### src/rtl/hazard_pkg.sv
// Shared definitions for the hazard sequencer: FSM state encoding and the
// default values of the performance-counter width and I/O wait limit.
package hazard_pkg;

  typedef enum logic [1:0] {
    ST_DRAIN   = 2'd0,
    ST_RUN     = 2'd1,
    ST_IO_WAIT = 2'd2,
    ST_RSVD    = 2'd3
  } state_e;

  localparam int unsigned CNT_BITS_DEF   = 16;
  localparam logic [7:0]  IO_TIMEOUT_DEF = 8'd255;

endpackage

### src/rtl/sat_counter.sv
// Saturating up-counter: counts cycles with inc=1, sticks at all-ones.
// Ports: clk, reset (sync, active high), inc, count[WIDTH-1:0].
module sat_counter #(
  parameter int unsigned WIDTH = 16
) (
  input  logic             clk,
  input  logic             reset,
  input  logic             inc,
  output logic [WIDTH-1:0] count
);

  logic [WIDTH-1:0] count_q, count_d;

  always_comb begin
    count_d = count_q;
    if (inc && (count_q != '1)) count_d = count_q + 1'b1;
  end

  always_ff @(posedge clk) begin
    if (reset) count_q <= '0;
    else       count_q <= count_d;
  end

  assign count = count_q;

endmodule

### src/rtl/hazard_sequencer.sv
// Pipeline hazard sequencer. Decodes per-cycle stage enables/flushes from the
// FSM state and same-cycle hazard inputs (load-use, mispredict, I/O waits).
// Ports: clk/reset; IF source regs + use flags; DEC load flag + rd;
// mispredict; ex_io_req/ex_io_ack; stage write enables and flushes;
// sticky io_timeout; saturating stall_cycles/flush_count; debug state.
module hazard_sequencer
  import hazard_pkg::*;
#(
  parameter int unsigned REG_INDEX_BIT_WIDTH = 4,
  parameter logic [7:0]  IO_TIMEOUT          = IO_TIMEOUT_DEF,
  parameter int unsigned CNT_BITS            = CNT_BITS_DEF
) (
  input  logic                           clk,
  input  logic                           reset,
  input  logic [REG_INDEX_BIT_WIDTH-1:0] if_rs1,
  input  logic [REG_INDEX_BIT_WIDTH-1:0] if_rs2,
  input  logic                           if_uses_rs1,
  input  logic                           if_uses_rs2,
  input  logic                           dec_is_load,
  input  logic [REG_INDEX_BIT_WIDTH-1:0] dec_rd,
  input  logic                           mispredict,
  input  logic                           ex_io_req,
  input  logic                           ex_io_ack,
  output logic                           pc_wrt_en,
  output logic                           if_wrt_en,
  output logic                           dec_wrt_en,
  output logic                           ex_wrt_en,
  output logic                           if_flush,
  output logic                           dec_flush,
  output logic                           io_timeout,
  output logic [CNT_BITS-1:0]            stall_cycles,
  output logic [CNT_BITS-1:0]            flush_count,
  output logic [1:0]                     state
);

  state_e     state_q, state_d;
  logic [7:0] wait_q, wait_d;
  logic       io_timeout_q, io_timeout_d;
  logic       load_use, stall_inc, flush_inc;

  // r0 is hardwired zero, so a load targeting it never creates a dependency.
  assign load_use = dec_is_load && (dec_rd != '0) &&
                    ((if_uses_rs1 && (if_rs1 == dec_rd)) ||
                     (if_uses_rs2 && (if_rs2 == dec_rd)));

  always_comb begin
    pc_wrt_en    = 1'b1;
    if_wrt_en    = 1'b1;
    dec_wrt_en   = 1'b1;
    ex_wrt_en    = 1'b1;
    if_flush     = 1'b0;
    dec_flush    = 1'b0;
    state_d      = state_q;
    wait_d       = wait_q;
    io_timeout_d = io_timeout_q;
    flush_inc    = 1'b0;
    if (reset) begin
      // Present DRAIN controls while reset is held; the flops clear themselves.
      pc_wrt_en = 1'b0;
      if_flush  = 1'b1;
      dec_flush = 1'b1;
    end else begin
      unique case (state_q)
        ST_DRAIN: begin
          pc_wrt_en = 1'b0;
          if_flush  = 1'b1;
          dec_flush = 1'b1;
          state_d   = ST_RUN;
        end
        ST_RUN: begin
          if (mispredict) begin
            if_flush  = 1'b1;
            dec_flush = 1'b1;
            flush_inc = 1'b1;
          end else if (ex_io_req && !ex_io_ack) begin
            pc_wrt_en  = 1'b0;
            if_wrt_en  = 1'b0;
            dec_wrt_en = 1'b0;
            ex_wrt_en  = 1'b0;
            wait_d     = 8'd1;
            state_d    = ST_IO_WAIT;
          end else if (load_use) begin
            // Hold PC/IF, let the load advance, bubble into DEC.
            pc_wrt_en = 1'b0;
            if_wrt_en = 1'b0;
            dec_flush = 1'b1;
          end
        end
        ST_IO_WAIT: begin
          if (ex_io_ack) begin
            state_d = ST_RUN;
          end else if (wait_q == IO_TIMEOUT) begin
            io_timeout_d = 1'b1;
            state_d      = ST_RUN;
          end else begin
            pc_wrt_en  = 1'b0;
            if_wrt_en  = 1'b0;
            dec_wrt_en = 1'b0;
            ex_wrt_en  = 1'b0;
            wait_d     = wait_q + 8'd1;
          end
        end
        default: state_d = ST_RUN;
      endcase
    end
    // DRAIN also holds the PC but is not a hazard stall.
    stall_inc = !reset && !pc_wrt_en &&
                ((state_q == ST_RUN) || (state_q == ST_IO_WAIT));
  end

  always_ff @(posedge clk) begin
    if (reset) begin
      state_q      <= ST_DRAIN;
      wait_q       <= 8'd0;
      io_timeout_q <= 1'b0;
    end else begin
      state_q      <= state_d;
      wait_q       <= wait_d;
      io_timeout_q <= io_timeout_d;
    end
  end

  sat_counter #(.WIDTH(CNT_BITS)) u_stall_cnt (
    .clk   (clk),
    .reset (reset),
    .inc   (stall_inc),
    .count (stall_cycles)
  );

  sat_counter #(.WIDTH(CNT_BITS)) u_flush_cnt (
    .clk   (clk),
    .reset (reset),
    .inc   (flush_inc),
    .count (flush_count)
  );

  assign io_timeout = io_timeout_q;
  assign state      = state_q;

endmodule

### config.mk
export PLATFORM = sky130hd
export DESIGN_NAME = hazard_sequencer
export DESIGN_NICKNAME = d
export VERILOG_FILES = /design/src/rtl/hazard_pkg.sv /design/src/rtl/sat_counter.sv /design/src/rtl/hazard_sequencer.sv
export SDC_FILE = /design/constraint.sdc
export NUM_CORES = 1
export LEC_CHECK = 0
export BUFFER_PORTS_ARGS = -buffer_cell sky130_fd_sc_hd__buf_4
export CORE_MARGIN = 2
export CORE_UTILIZATION = 53
export CTS_CLUSTER_DIAMETER = 200
export DETAILED_ROUTE_END_ITERATION = 10
export GPL_TIMING_DRIVEN = 0
export PLACE_DENSITY = 0.8
export SLEW_MARGIN = 20
export SYNTH_ARGS = -nofsm -noshare
export SYNTH_HDL_FRONTEND = slang
export SYNTH_SLANG_ARGS = --single-unit
### constraint.sdc
create_clock -name clk -period 2.45 [get_ports clk]
set_clock_uncertainty 0.05 [all_clocks]
set_input_delay 0.245 -clock clk [delete_from_list [all_inputs] [get_ports clk]]
set_output_delay 0.245 -clock clk [all_outputs]
set_load 0.03 [all_outputs]
==> results.sh, run 1 <==
export IMPL_core_um2=4290
export IMPL_die_h_um=70.5
export IMPL_synthFlopType="dfxtp_1"
export IMPL_synth_area_leaders="dfxtp_1 (37%), xor2_1 (6.7%), nor2_1 (5.8%)"
export IMPL_ios=61
export IMPL_peakVddDrop_mv=0.438
export IMPL_multi_input_area_um2=1430
export IMPL_tightestPinTransition_ps=660
export IMPL_nFillCells=371
export IMPL_arrival_ps=2550
export IMPL_clkSinkCount=43
export IMPL_layout_drive_gt1_share_pct=26.5
export IMPL_ys_types=48
export IMPL_setup_viol=0
export IMPL_yosys_cell_count_top_type="dfxtp_1"
export IMPL_antenna_cells=0
export IMPL_period_minus_slack_ps=2380
export IMPL_synthTopCellsByCount="dfxtp_1 (43), nor2_1 (36), nand2_1 (18), xor2_1 (18)"
export IMPL_cp_slowest_cell="or4_4"
export IMPL_finalMaxSlewViolations=0
export IMPL_outcome="complete, no violations"
export IMPL_dpl_instance_area_um2=2860
export IMPL_critPathMaxStageDelay_ps=410
export IMPL_syn2layout_area_growth_pct=28.8
export IMPL_overflow=0
export IMPL_syn_nets=308
export IMPL_hold_end="u_stall_cnt.count[10]"
export IMPL_routedWlPerCell_um=14.5
export IMPL_reg2reg_to="u_stall_cnt.count[15]"
export IMPL_ys_ff_latch=43
export IMPL_cts_tree="done"
export IMPL_min_period_over_period_pct=97.0
export IMPL_clk_latency_ps=300
export IMPL_p_per_area_nw_per_um2=633
export IMPL_r2r_cells=9
export IMPL_via_per_inst=5.77
export IMPL_worst_path_max_fanout=5
export IMPL_cts_path_max_buffers=2
export IMPL_die_width_um=70.5
export IMPL_avgSynthCellArea_um2=8.33
export IMPL_synth_top_area_share_pct=36.8
export IMPL_synth_warnings=0
export IMPL_dieArea_um2=4960
export IMPL_ant_nets=0
export IMPL_grt_max_degree=14
export IMPL_dp_hpwl_um=4210
export IMPL_final_cells=403
export IMPL_rows=24
export IMPL_clk_pin_slew_ps=90
export IMPL_dpl_cell_count=393
export IMPL_regArea_um2=868
export IMPL_syn_inst=281
export IMPL_track_usage_pct=23.6
export IMPL_finalHoldViolCount=0
export IMPL_gp_congestion=0.807
export IMPL_dr_pass1_iters=4
export IMPL_drtIter0Drc=189
export IMPL_maxCapViolCount=0
export IMPL_yosysSeqAreaShare_pct=36.8
export IMPL_crit_chain="inv_2 -> ha_1 -> nor2b_4 -> o211ai_2 -> a41o_1 -> buf_6 -> or4_4 -> or3_4 -> a21oi_2"
export IMPL_worstPathRequired_ps=2630
export IMPL_numPortBuffers=60
export IMPL_relSlewSlack_pct=55.7
export IMPL_path_class="register to register"
export IMPL_hp_start="reset"
export IMPL_drc=0
export IMPL_max_freq_ghz=0.421
export IMPL_finalWirelength_um=5830
export IMPL_critPathLaunchType="register"
export IMPL_synth_largest_area_cell="dfxtp_1"
export IMPL_min_delay_path_depth=3
export IMPL_async_flop_share_pct=0
export IMPL_vias=2325
export IMPL_end_kind="register"
export IMPL_grt_pass1_wl_um=9590
export IMPL_final_cell_area_um2=3010
export IMPL_antenna_found_initial=0
export IMPL_hp_class="input pin to register"
export IMPL_grt_pass1_vias=2130
export IMPL_cts_root_buf="clkbuf_8"
export IMPL_synth_edff_count=0
export IMPL_cts_buffers=5
export IMPL_final_nets=377
export IMPL_cts_htree_levels=2
export IMPL_power_mw=1.91
export IMPL_start_util_pct=54.5
export IMPL_regToRegSetupSlack_ps=70
export IMPL_p_leak_nw=1.17
export IMPL_rr_startpoint="state[1]"
export IMPL_netlist_area_um2=2340
[registers in the layout, indices dropped and copies added, names as in the netlist]
name / cells
u_stall_cnt.count: 16
state: 2
wait_q: 8
io_timeout: 1
u_flush_cnt.count: 16
[cell usage in the layout, fill, tap and decap left out, types with 2 or more instances in the layout]
master | synthesis | routed
o31ai_1 | 3 | 3
buf_2 | 4 | 3
clkbuf_8 | 0 | 5
nand2b_1 | 4 | 4
or4_1 | 4 | 4
nor4_1 | 5 | 5
ha_1 | 7 | 7
xnor2_1 | 11 | 11
dfxtp_4 | 0 | 2
o21ai_0 | 10 | 10
nand2_1 | 18 | 18
a211oi_1 | 3 | 3
o41ai_1 | 3 | 3
o311ai_0 | 3 | 3
or3_4 | 0 | 2
xor2_1 | 18 | 18
and3_1 | 5 | 5
buf_4 | 1 | 63
inv_2 | 0 | 2
nand3_1 | 16 | 16
a21oi_1 | 16 | 15
or3_1 | 10 | 8
mux2_2 | 2 | 2
nor3_1 | 5 | 4
nor2b_1 | 4 | 4
dfxtp_1 | 43 | 41
a21o_1 | 2 | 2
and2_0 | 2 | 2
clkbuf_1 | 5 | 5
inv_1 | 5 | 3
nand4_1 | 16 | 16
nor2_1 | 36 | 36
[worst max-delay path, delay by kind of cell, from the launching register on]
family                   cells  cell delay [ps]
AND/OR/NAND/NOR              3              940
flip-flops                   1              390
buffers and inverters        2              170
adder cells (fa/ha/maj)      1              260
AO/OA/AOI/OAI                3              510
[repair_timing]
| item | in CTS | in global routing |
|---|---|---|
| setup buffers | 0 | 2 |
| resized for setup | 2 | 12 |
| pin swaps | 0 | 4 |
| hold buffers | 0 | 0 |
| setup endpoints to repair | 1 | 5 |
[report_power, final]
group	switching, mW	leakage [nW]	internal [mW]
combinational	0.412	0.780	0.266
clock	0.251	0.0412	0.200
sequential	0.0432	0.348	0.738
total	0.706	1.17	1.20
[routing by layer]
layer  vias to the layer above  wire length, um  global-route usage (%)
met3                         8              304                    5.48
met4                         0               53                    7.26
met5                         -                0                       0
met1                      1100             2600                    28.6
li1                       1158                -                       -
met2                        59             2880                    41.2
[layout make-up]
cell class                 count  share of cell area (%)
sequential                    43                    28.8
timing repair buffer          62                    15.9
tap                           52                    2.16
inverter                       5                   0.623
clock inverter                 2                   0.415
multi-input combinational    221                    47.5
clock buffer                   6                    2.41
buffer                        12                    2.24
[kinds of logic (layout without fill, tap and decap cells)]
kind of cell | after synthesis | after routing | synth area share, %
AOI/OAI and AO/OA | 50 | 50 | 14.2
xor gates and xnor gates | 29 | 29 | 10.8
adders and majority gates | 7 | 7 | 3.74
buffers and inverters | 17 | 87 | 3.42
DFF | 43 | 43 | 36.8
muxes | 3 | 3 | 1.39
and+or+nand+nor | 132 | 132 | 29.6
[worst max-delay path by stage]
stage / start / to / slack [ps] / depth (start not counted)
floorplan: state[0] / u_stall_cnt.count[15] / 80 / 9
global placement: dec_rd[0] / pc_wrt_en / 30 / 9
finish: state[1] / u_stall_cnt.count[15] / 70 / 9
global route: state[1] / pc_wrt_en / -10 / 9
CTS: state[1] / pc_wrt_en / 7 / 9
detailed placement: dec_rd[0] / pc_wrt_en / 8 / 9
[metrics by stage]
| stage | hold slack (ps) | TNS, ps | setup slack (ps) | util (%) |
|---|---|---|---|---|
| 3_5_place_dp | 427 | 0 | 8.32 | 66.6 |
| 2_1_floorplan | 413 | 0 | 81.7 | - |
| 5_1_grt | 327 | -14.9 | -14.9 | 70.2 |
| 3_3_place_gp | 416 | 0 | 30.8 | 66.6 |
| 4_1_cts | 294 | 0 | 6.62 | 68.6 |
| 6_report | 302 | 0 | 74.7 | 70.2 |
No activity file was read; power rests on OpenSTA's default activity.
==> inputs of run 2 (changes only) <==
PLACE_DENSITY = 0.77   (was 0.8)
==> run 2 against run 1 <==
Core utilization increased by 0.23 points. Critical endpoint is now u_stall_cnt.count[11]. Global-route usage increased by 0.64 points. Flip-flop and latch count unchanged. Non-clock buffer count increased by 2. Combinational power increased by 3.5%. Register-to-register slack improved by 20 ps.
==> results.sh, run 2 (synthesis gave the netlist of run 1 again) <==
export IMPL_finalMaxSlewViolations=0
export IMPL_grt_pass1_vias=2086
export IMPL_peakVddDrop_mv=0.448
export IMPL_dp_hpwl_um=4400
export IMPL_final_setup_tns_ps=0
export IMPL_final_core_util_pct=70.4
export IMPL_period_minus_slack_ps=2350
export IMPL_clk_pin_slew_ps=90
export IMPL_nFillCells=358
export IMPL_final_cells=405
export IMPL_arrival_ps=2530
export IMPL_dpl_cell_count=393
export IMPL_gp_congestion=0.843
export IMPL_cts_path_max_buffers=2
export IMPL_dpl_instance_area_um2=2860
export IMPL_cts_htree_levels=2
export IMPL_pwr_share_comb_pct=36.2
export IMPL_layout_drive_gt1_share_pct=26.1
export IMPL_worst_path_max_fanout=8
export IMPL_relSlewSlack_pct=54.1
export IMPL_p_leak_nw=1.18
export IMPL_die_h_um=70.5
export IMPL_hp_start="ex_io_ack"
export IMPL_finalWirelength_um=5950
export IMPL_power_internal_mw=1.21
export IMPL_routedWlPerCell_um=14.7
export IMPL_cts_root_buf="clkbuf_8"
export IMPL_grt_max_degree=14
export IMPL_rr_startpoint="state[1]"
export IMPL_power_mw=1.93
export IMPL_antenna_found_initial=0
export IMPL_p_per_area_nw_per_um2=639
export IMPL_regArea_um2=868
export IMPL_tightestPinTransition_ps=684
export IMPL_timing_final_ws_setup_ps=99.2
export IMPL_antenna_cells=0
export IMPL_overflow=0
export IMPL_path_class="register to register"
export IMPL_multi_input_area_um2=1430
export IMPL_core_um2=4290
export IMPL_critPathLaunchType="register"
export IMPL_outcome="complete, no violations"
export IMPL_finalHoldViolCount=0
export IMPL_start_util_pct=54.5
export IMPL_clkSinkCount=43
export IMPL_setup_viol=0
export IMPL_worstPathRequired_ps=2630
export IMPL_max_freq_ghz=0.425
export IMPL_layout_commonest_cell="buf_4"
export IMPL_pwr_share_clk_pct=23.4
export IMPL_p_sw_mw=0.720
export IMPL_track_usage_pct=24.2
export IMPL_numPortBuffers=60
export IMPL_pwr_share_seq_pct=40.4
export IMPL_ios=61
export IMPL_vias=2388
export IMPL_ant_nets=0
export IMPL_dr_pass1_iters=4
export IMPL_dp_slack_ps=12.7
export IMPL_grt_pass1_wl_um=9760
export IMPL_layout_common_cells="buf_4 (64), dfxtp_1 (41), nor2_1 (36)"
export IMPL_cts_buffers=5
export IMPL_dieArea_um2=4960
export IMPL_hold_slack_ps=279
export IMPL_startpoint="state[1]"
export IMPL_clk_latency_ps=300
export IMPL_final_nets=379
export IMPL_min_period_over_period_pct=96.0
export IMPL_end_kind="register"
export IMPL_maxCapViolCount=0
export IMPL_swShare_pct=37.2
export IMPL_syn2layout_area_growth_pct=29.2
export IMPL_cts_hold_fix_buffers=0
export IMPL_hp_class="input pin to register"
export IMPL_cts_tree="done"
export IMPL_rows=24
export IMPL_final_cell_area_um2=3020
export IMPL_rsz0062_at_grt="yes"
export IMPL_die_width_um=70.5
export IMPL_drc=0
export IMPL_drtIter0Drc=117
export IMPL_via_per_inst=5.90
==> run 2: final timing paths <==
kind	end	slack (ps)	depth (start not counted)
setup reg to reg	u_stall_cnt.count[11]	100	10
setup / recovery	u_stall_cnt.count[11]	100	10
hold reg to reg	io_timeout	430	2
hold / removal	io_timeout	280	4
==> run 2: power groups by stage <==
stage          Combinational, mW  Sequential (mW)  Clock [mW]
5_1_grt                    0.755            0.787       0.489
2_1_floorplan              0.364            0.837           0
3_3_place_gp               0.613            0.790           0
4_1_cts                    0.627            0.774       0.464
3_5_place_dp               0.622            0.789           0
6_report                   0.701            0.781       0.452
==> run 2: worst max-delay path: stages (launching register included) <==
cell	delay [ps]
dfxtp_4	380
inv_2	50
ha_1	260
nor2b_4	160
o211ai_4	100
a41o_1	240
buf_6	120
buf_12	120
or3_1	350
or3_1	320
a21oi_1	140
==> run 2: area by class of cell <==
cell class / instances / share of cell area [%]
Multi-Input combinational cell: 221 / 47.2
Sequential cell: 43 / 28.7
Timing Repair Buffer: 64 / 16.3
Clock buffer: 6 / 2.40
Buffer: 12 / 2.15
Tap cell: 52 / 2.15
Inverter: 5 / 0.703
Clock inverter: 2 / 0.414
==> run 2: what timing repair did <==
action | 4_1_cts | 5_1_grt
endpoints found under the setup margin | 3 | 6
buffers inserted | 0 | 4
gates resized for setup | 1 | 11
endpoints found under the hold margin | 0 | 0
pin swaps | 0 | 3
==> run 2: metal layers <==
| layer | share of wire, % | vias to the layer above | GRT usage [%] |
|---|---|---|---|
| met3 | 5.6 | 4 | 5.34 |
| met2 | 50 | 74 | 40.7 |
| li1 | - | 1163 | - |
| met1 | 44 | 1147 | 30.4 |
| met5 | 0 | - | 0 |
| met4 | 0.61 | 0 | 8.76 |
